### src/rtl/uart_tx_arbiter.sv
// -----------------------------------------------------------------------------
// uart_tx_arbiter
//
// Purpose:
//    Shares a single UART transmitter among NUM_REQ on-chip producers using
//    round-robin arbitration. Each frame goes through four stages: accept the
//    winning payload, launch it with a one-cycle strobe, follow the
//    transmitter's busy flag, and report completion to the owning requester.
//
// Optional feature (macro UART_ARB_GAP_EN):
//    When defined, a GAP state holds the arbiter idle for GAP_CYCLES clock
//    cycles after every DONE, before the next grant can be issued.
//    When undefined, the GAP state and its counter do not exist and a new
//    grant may follow DONE on the very next cycle.
//
// Parameters:
//    NUM_REQ     number of requesters (2..8)
//    DATA_WIDTH  payload width, equal to the UART data width
//    GAP_CYCLES  idle cycles forced between frames (only with UART_ARB_GAP_EN)
//
// Ports:
//    CLK            in   clock, shared with the UART transmitter
//    RST            in   synchronous reset, active-low
//    REQ            in   per-requester request level, held until GNT
//    REQ_DATA       in   packed payloads, slice i = REQ_DATA[i*DATA_WIDTH +: DATA_WIDTH]
//    busy           in   UART transmitter busy flag
//    TX_Data_Valid  out  one-cycle launch strobe to the transmitter
//    TX_IN          out  payload to the transmitter, stable until DONE
//    GNT            out  one-hot, one-cycle pulse: payload of requester i taken
//    DONE           out  one-hot, one-cycle pulse: frame of requester i finished
//    OWNER          out  index of the current / last granted requester
// -----------------------------------------------------------------------------
module uart_tx_arbiter #(
   parameter int NUM_REQ    = 4,
   parameter int DATA_WIDTH = 8,
   parameter int GAP_CYCLES = 2
) (
   input  logic                            CLK,
   input  logic                            RST,
   input  logic [NUM_REQ-1:0]              REQ,
   input  logic [NUM_REQ*DATA_WIDTH-1:0]   REQ_DATA,
   input  logic                            busy,
   output logic                            TX_Data_Valid,
   output logic [DATA_WIDTH-1:0]           TX_IN,
   output logic [NUM_REQ-1:0]              GNT,
   output logic [NUM_REQ-1:0]              DONE,
   output logic [$clog2(NUM_REQ)-1:0]      OWNER
);

   localparam int PW = $clog2(NUM_REQ);

`ifdef UART_ARB_GAP_EN
   typedef enum logic [1:0] {
      IDLE   = 2'd0,
      LAUNCH = 2'd1,
      SEND   = 2'd2,
      GAP    = 2'd3
   } state_t;

   // The counter only ever holds GAP_CYCLES-1 down to 0.
   localparam int GW = (GAP_CYCLES > 1) ? $clog2(GAP_CYCLES) : 1;

   logic [GW-1:0] gap_cnt_q, gap_cnt_d;
`else
   typedef enum logic [1:0] {
      IDLE   = 2'd0,
      LAUNCH = 2'd1,
      SEND   = 2'd2
   } state_t;
`endif

   state_t                 state_q, state_d;
   logic [PW-1:0]          rr_ptr_q, rr_ptr_d;
   logic [PW-1:0]          owner_q, owner_d;
   logic [DATA_WIDTH-1:0]  tx_in_q, tx_in_d;
   logic                   tx_valid_q, tx_valid_d;
   logic [NUM_REQ-1:0]     gnt_q, gnt_d;
   logic [NUM_REQ-1:0]     done_q, done_d;

   logic                   win_found;
   logic [PW-1:0]          win_idx;
   logic [PW-1:0]          cand;
   logic [DATA_WIDTH-1:0]  win_data;

   // Round-robin pick: scan starting one past the last winner so that the
   // requester just served ends up with the lowest priority.
   always_comb begin
      win_found = 1'b0;
      win_idx   = '0;
      cand      = '0;
      win_data  = '0;
      for (int k = 1; k <= NUM_REQ; k++) begin
         cand = PW'((int'(rr_ptr_q) + k) % NUM_REQ);
         if (!win_found && REQ[cand]) begin
            win_found = 1'b1;
            win_idx   = cand;
         end
      end
      for (int i = 0; i < NUM_REQ; i++) begin
         if (win_idx == PW'(i)) begin
            win_data = REQ_DATA[i*DATA_WIDTH +: DATA_WIDTH];
         end
      end
   end

   // Frame sequencer. Strobes (valid, grant, done) default low so each one
   // lasts a single cycle; payload and owner hold until the next grant.
   always_comb begin
      state_d    = state_q;
      rr_ptr_d   = rr_ptr_q;
      owner_d    = owner_q;
      tx_in_d    = tx_in_q;
      tx_valid_d = 1'b0;
      gnt_d      = '0;
      done_d     = '0;
`ifdef UART_ARB_GAP_EN
      gap_cnt_d  = gap_cnt_q;
`endif
      case (state_q)
         IDLE: begin
            // A busy transmitter here means a frame we did not launch is
            // still running, so hold off.
            if (win_found && !busy) begin
               tx_in_d    = win_data;
               tx_valid_d = 1'b1;
               owner_d    = win_idx;
               rr_ptr_d   = win_idx;
               for (int i = 0; i < NUM_REQ; i++) begin
                  gnt_d[i] = (win_idx == PW'(i));
               end
               state_d = LAUNCH;
            end
         end
         LAUNCH: begin
            if (busy) begin
               state_d = SEND;
            end
         end
         SEND: begin
            if (!busy) begin
               for (int i = 0; i < NUM_REQ; i++) begin
                  done_d[i] = (owner_q == PW'(i));
               end
`ifdef UART_ARB_GAP_EN
               if (GAP_CYCLES == 0) begin
                  state_d = IDLE;
               end else begin
                  gap_cnt_d = GW'(GAP_CYCLES - 1);
                  state_d   = GAP;
               end
`else
               state_d = IDLE;
`endif
            end
         end
`ifdef UART_ARB_GAP_EN
         GAP: begin
            // The DONE cycle is the first gap cycle, so IDLE is reached
            // exactly GAP_CYCLES cycles after DONE.
            if (gap_cnt_q == '0) begin
               state_d = IDLE;
            end else begin
               gap_cnt_d = gap_cnt_q - GW'(1);
            end
         end
`endif
         default: begin
            state_d = IDLE;
         end
      endcase
   end

   // State and output registers. Reset abandons any frame in flight without
   // reporting DONE and points the arbiter so requester 0 wins first.
   always_ff @(posedge CLK) begin
      if (!RST) begin
         state_q    <= IDLE;
         rr_ptr_q   <= PW'(NUM_REQ - 1);
         owner_q    <= '0;
         tx_in_q    <= '0;
         tx_valid_q <= 1'b0;
         gnt_q      <= '0;
         done_q     <= '0;
`ifdef UART_ARB_GAP_EN
         gap_cnt_q  <= '0;
`endif
      end else begin
         state_q    <= state_d;
         rr_ptr_q   <= rr_ptr_d;
         owner_q    <= owner_d;
         tx_in_q    <= tx_in_d;
         tx_valid_q <= tx_valid_d;
         gnt_q      <= gnt_d;
         done_q     <= done_d;
`ifdef UART_ARB_GAP_EN
         gap_cnt_q  <= gap_cnt_d;
`endif
      end
   end

   assign TX_Data_Valid = tx_valid_q;
   assign TX_IN         = tx_in_q;
   assign GNT           = gnt_q;
   assign DONE          = done_q;
   assign OWNER         = owner_q;

endmodule

### config.mk
export PLATFORM = sky130hd
export DESIGN_NAME = uart_tx_arbiter
export DESIGN_NICKNAME = d
export VERILOG_FILES = /design/src/rtl/uart_tx_arbiter.sv
export SDC_FILE = /design/constraint.sdc
export NUM_CORES = 1
export LEC_CHECK = 0
export ABC_AREA = 1
export ABC_CLOCK_PERIOD_IN_PS = 1800
export CAP_MARGIN = 25
export CORE_MARGIN = 3
export CORE_UTILIZATION = 38
export CTS_CLUSTER_SIZE = 12
export DETAILED_ROUTE_END_ITERATION = 7
export HOLD_SLACK_MARGIN = 0.05
export PLACE_DENSITY = 0.78
export SLEW_MARGIN = 0
export SYNTH_ARGS = -nofsm -noshare
export SYNTH_HDL_FRONTEND = slang
export SYNTH_SLANG_ARGS = --single-unit
### constraint.sdc
create_clock -name CLK -period 1.8 [get_ports CLK]
set_input_delay 0.18 -clock CLK [delete_from_list [all_inputs] [get_ports CLK]]
set_output_delay 0.18 -clock CLK [all_outputs]
set_load 0.005 [all_outputs]
; ---- Word-level counts from Yosys, hierarchy flattened
; Cells that the tools add are included.
[classes]
add_sub_neg = 4
n_lt_le_gt_ge = 4
n_mux = 25
reduce_logical = 16
bitwise = 2
eq_ne = 11
[ops]
columns = cell, count
row1 = 8-bit 2-to-1 mux, 4
row2 = 2-bit 2-to-1 mux, 7
row3 = "2-bit by 3-bit less-than comparator with 1-bit output, second input constant", 4
row4 = "2-bit equality test, second input constant", 5
row5 = 1-bit 2-to-1 mux, 9
row6 = 1-bit binary-select mux with 2-bit select, 4
row7 = "2-bit by 1-bit equality test with 1-bit output, second input constant", 3
row8 = 2-bit zero test, 3
row9 = "2-bit != test, second input constant", 3
row10 = 2-bit one-hot mux with 3 select lines, 1
row11 = 3-bit AND reduction, 2
row12 = "2-bit by 1-bit adder with 2-bit output, second input constant", 2
row13 = "2-bit adder, second input constant", 2
row14 = 1-bit logical AND, 4
row15 = 1-bit zero test, 4
row16 = 2-bit AND reduction, 2
row17 = 3-bit OR reduction, 1
row18 = 1-bit inverter, 2
[word_totals]
input_bits = 39
elab_cells = 69
output_inout_bits = 19
regBits = 23

; ---- Logic depth before layout (Yosys ltp)
[logic_depth]
depth_word = 18
depth_mapped = 17
depth_no_buf = 15

; ---- Worst setup path before layout
; OpenSTA, ideal clock, no wires.
[synth_path]
kind = register -> register
startpoint = register rr_ptr_q[0]
endpoint = register tx_in_q[4], in the netlist TX_IN[4]
path_buffers = 2
required_time_ns = 1.661
setup_slack_ns = 0.095
period_less_slack_ns = 1.705
stages_incl_launch_ff = 18
setup_ns = 0.139
arrival_time_ns = 1.566
path_cell_list = dfxtp_1 > buf_6 > inv_8 > nand2_2 > nand2_2 > nand2_2 > nand2_4 > nor2_4 > nand3_2 > nand2_2 > nand2_4 > inv_4 > nand2_4 > buf_6 > o21ai_2 > inv_1 > nand2_1 > a21oi_2
[synth_via]
elab_chain_cells = 18
word_cells_on_any_way = 36
classes_between = add/sub (4) / eq/ne (3) / mux (20) / reduce/logical (9)
[synth_rtl]
columns = item, line
row1 = from (decl), 73  ; logic [PW-1:0] rr_ptr_q, rr_ptr_d;
row2 = from (signal assigned), 178  ; rr_ptr_q <= PW'(NUM_REQ - 1);
row3 = from (signal assigned), 189  ; rr_ptr_q <= rr_ptr_d;
row4 = 2-bit by 1-bit adder with 2-bit output, 93  ; cand = PW'((int'(rr_ptr_q) + k) % NUM_REQ);
row5 = 1-bit binary-select mux with 2-bit select, 94  ; if (!win_found && REQ[cand]) begin
row6 = 1-bit 2-to-1 mux (implied by the code), 94
row7 = 1-bit 2-to-1 mux, 94
row8 = 1-bit zero test, 94
row9 = 1-bit logical AND, 94
row10 = 1-bit 2-to-1 mux, 94
row11 = 1-bit zero test, 94
row12 = 1-bit logical AND, 94
row13 = 1-bit 2-to-1 mux, 94
row14 = 1-bit zero test, 94
row15 = 1-bit logical AND, 94
row16 = 2-bit 2-to-1 mux, 94
row17 = 2-bit zero test, 100  ; if (win_idx == PW'(i)) begin
row18 = 8-bit 2-to-1 mux (4 in series), 100
row19 = to (signal assigned), 191  ; tx_in_q <= tx_in_d;
row20 = to (decl), 75  ; logic [DATA_WIDTH-1:0] tx_in_q, tx_in_d;
; Parallel ways exist; a longest one is shown, timed or not. The select of a mux whose other input is x is not followed.
; A chain may end at the register's enable or synchronous reset.

; ---- Worst setup path in the final report
[layout_path]
startpoint = register rr_ptr_q[0]
endpoint = register tx_in_q[1], in the netlist TX_IN[1]
; The elaborated chain is that of the path after synthesis.

==> impl_metrics.env <==
export IMPL_die_w_um=66.3
export IMPL_clk_latency_ps=310
export IMPL_cell_internal_pwr_w=0.00173
export IMPL_avgViaCountPerCell=4.73
export IMPL_yosys_top_cells_area="dfxtp_1 (33%), nand2_1 (14%), nand3_1 (8.0%)"
export IMPL_clock_path_buffers=2
export IMPL_placed_cell_area_um2=2100
export IMPL_peakVddDrop_mv=0.881
export IMPL_power_switching_share_pct=43.9
export IMPL_outcome="finished, violations left"
export IMPL_syn_to_final_growth_pct=60.7
export IMPL_yosysMostFrequentCell="nand2_1"
export IMPL_whs_ps=475
export IMPL_io_pins=58
export IMPL_grt_pass1_vias=1322
export IMPL_power_density_nw_per_um2=1390
export IMPL_grt_max_degree=16
export IMPL_yosysTopAreaCell="dfxtp_1"
export IMPL_die_h_um=66.3
export IMPL_yosys_warnings=0
export IMPL_drive_gt1_share_pct=27.1
export IMPL_port_buffers=57
export IMPL_numCtsBuffers=3
export IMPL_cts_sinks=23
export IMPL_fill_cells=304
export IMPL_wl_per_cell_um=11.3
export IMPL_yosysUniqueCellTypes=28
export IMPL_power_frac_clock_pct=7.7
export IMPL_setup_viol=3
export IMPL_grt_overflow_total=0
export IMPL_setup_tns_final_ps=-60.1
export IMPL_p_sw_w=0.00135
export IMPL_yosys_most_used_dff="dfxtp_1"
export IMPL_grt_setup_unrepaired="true"
export IMPL_violations="negative setup slack"
export IMPL_start_kind="flip-flop"
export IMPL_drv_cap=0
export IMPL_place_congestion=0.831
export IMPL_num_vias=1491
export IMPL_leakagePower_nw=0.957
export IMPL_yosysTopAreaCellShare_pct=33.3
export IMPL_hold_class="reg2reg"
export IMPL_seq_power_share_pct=22.8
export IMPL_tritoncts="built"
export IMPL_worst_pin_slew_ps=261
export IMPL_synth_cells=195
export IMPL_antenna_found_initial=0
export IMPL_ant_nets=0
export IMPL_drt_initial_drc_count=95
export IMPL_p_total_w=0.00308
export IMPL_grt_use_total_pct=15.9
export IMPL_slew_viol_final=0
export IMPL_arrival_ps=2070
export IMPL_syn_cell_area_um2=1380
export IMPL_dieArea_um2=4390
export IMPL_floorplan_core_area_um2=3420
export IMPL_firstDrtPassIters=4
export IMPL_place_hpwl_mm=2.82
export IMPL_fin_area_um2=2220
export IMPL_start_util_pct=40.4
export IMPL_drc_errors=0
export IMPL_avgSynthCellArea_um2=7.08
export IMPL_hold_viol=0
export IMPL_rows=21
export IMPL_ys_seq_area_share_pct=33.3
export IMPL_slew_headroom_pct=82.6
export IMPL_drt_wl_total_mm=3.55
export IMPL_root_buffer="clkbuf_4"
export IMPL_min_period_over_period_pct=103
export IMPL_diodes=0
export IMPL_setup_slack_ps=-54.8
export IMPL_layout_min_cycle_time_ps=1850
export IMPL_worstSetupPathType="reg2reg"
export IMPL_instances_no_fill=315
export IMPL_fin_skew_ps=1.10
export IMPL_required_ps=2020
export IMPL_cp_cell_sequence="buf_12 -> inv_8 -> nand2_2 -> nand2_2 -> nand2_2 -> nand2_4 -> nor2_1 -> nor2_2 -> nand2_2 -> nand2_4 -> inv_4 -> nand2_4 -> nand4_1 -> nand2_1 -> a21oi_2"
export IMPL_path_clk_slew_ps=120
export IMPL_ys_top_cells_by_count="nand2_1 (50), dfxtp_1 (23), nand3_1 (22)"
export IMPL_grt_pass1_wl_mm=5.51
export IMPL_async_reset_ff_share_pct=0
export IMPL_crit_buf_inv=3
export IMPL_max_stage_delay_ps=350
export IMPL_syn_num_nets=234
export IMPL_synth_edf_count=0
export IMPL_placed_cells=307
export IMPL_comb_power_share_pct=69.6
export IMPL_ys_ff_latch=23
export IMPL_crit_top_cell="nand2_2"
export IMPL_cp_slowest_cell="dfxtp_2"
export IMPL_nNetsFinal=309
export IMPL_cts_htree_levels=1
export IMPL_fmax_ghz=0.539
export IMPL_cp_max_fo=15
export IMPL_cpLargestDelayFamily="simple AND/OR/NAND/NOR gates"
export IMPL_crit_path_end_kind="flip-flop"
## final timing paths
kind               startpoint    endpoint  slack (ps)  cells past startpoint
hold reg to reg    state_q[0]  state_q[1]         470                      1
setup reg to reg  rr_ptr_q[0]    TX_IN[1]         -50                     15
hold / removal     state_q[0]  state_q[1]         470                      1
setup / recovery  rr_ptr_q[0]    TX_IN[1]         -50                     15
## per-layer routing
metal / routed length (µm) / GRT usage (%) / vias to the layer above / share of wire (%)
li1: - / - / 787 / -
met1: 1570 / 20.2 / 656 / 44
met2: 1750 / 27.0 / 44 / 49
met3: 191 / 1.70 / 4 / 5.4
met4: 38 / 6.85 / 0 / 1.1
met5: 0 / 0 / - / 0
## placed cells by master (no fill, tap or decap), drive strengths merged
| cell type | n |
|---|---|
| nand2 | 65 |
| clkdlybuf4s50 | 57 |
| inv | 24 |
| dfxtp | 23 |
| nand3 | 23 |
| buf | 21 |
| a21oi | 12 |
| nand4 | 10 |
| o21ai | 9 |
| nor2 | 9 |
| nor3 | 7 |
| clkbuf | 4 |
| o211ai | 2 |
| o41ai | 1 |
| a21boi | 1 |
| nand3b | 1 |
## logic make-up after synthesis
| family | after synthesis | synth area share, % |
|---|---|---|
| simple gates | 115 | 42.4 |
| compound gates | 25 | 12.3 |
| flops | 23 | 33.3 |
| buf+inv | 32 | 12.0 |
## state kept, by name, indices dropped and copies added, names as in the netlist
name           cells
rr_ptr_q           2
GNT                4
TX_Data_Valid      1
state_q            2
TX_IN              8
OWNER              2
DONE               4
## stage by stage
| step | setup slack [ps] | utilization, % |
|---|---|---|
| 2_1_floorplan | 94.8 | - |
| 3_3_place_gp | -169 | 61.4 |
| 3_5_place_dp | -262 | 61.4 |
| 4_1_cts | -41.6 | 62.5 |
| 5_1_grt | -183 | 65.0 |
| 6_report | -54.8 | 65.0 |
## power groups by stage
stage / combinational [W] / clock, W / sequential, W
finish: 0.00214 / 0.000236 / 0.000700
global route: 0.00237 / 0.000260 / 0.000714
CTS: 0.00200 / 0.000242 / 0.000700
detailed placement: 0.00196 / 0 / 0.000708
global placement: 0.00194 / 0 / 0.000705
floorplan: 0.00122 / 0 / 0.000701
## area by class of cell
| type | count | area (µm²) | share of cell area (%) |
|---|---|---|---|
| multi-input cells | 140 | 807 | 36.4 |
| repair buffers | 78 | 758 | 34.2 |
| flip-flops and latches | 23 | 463 | 20.9 |
| inverters | 24 | 108 | 4.85 |
| well taps | 46 | 57.6 | 2.59 |
| clock buffers | 4 | 26.3 | 1.18 |
## what timing repair did
item	in CTS	in global routing
endpoints found under the hold margin	0	0
pin swaps	1	5
hold buffers	0	0
gates cloned	0	1
resized for setup	4	23
buffers inserted	1	2
endpoints found under the setup margin	9	18
Note: power is estimated with default switching activity, not from simulation.
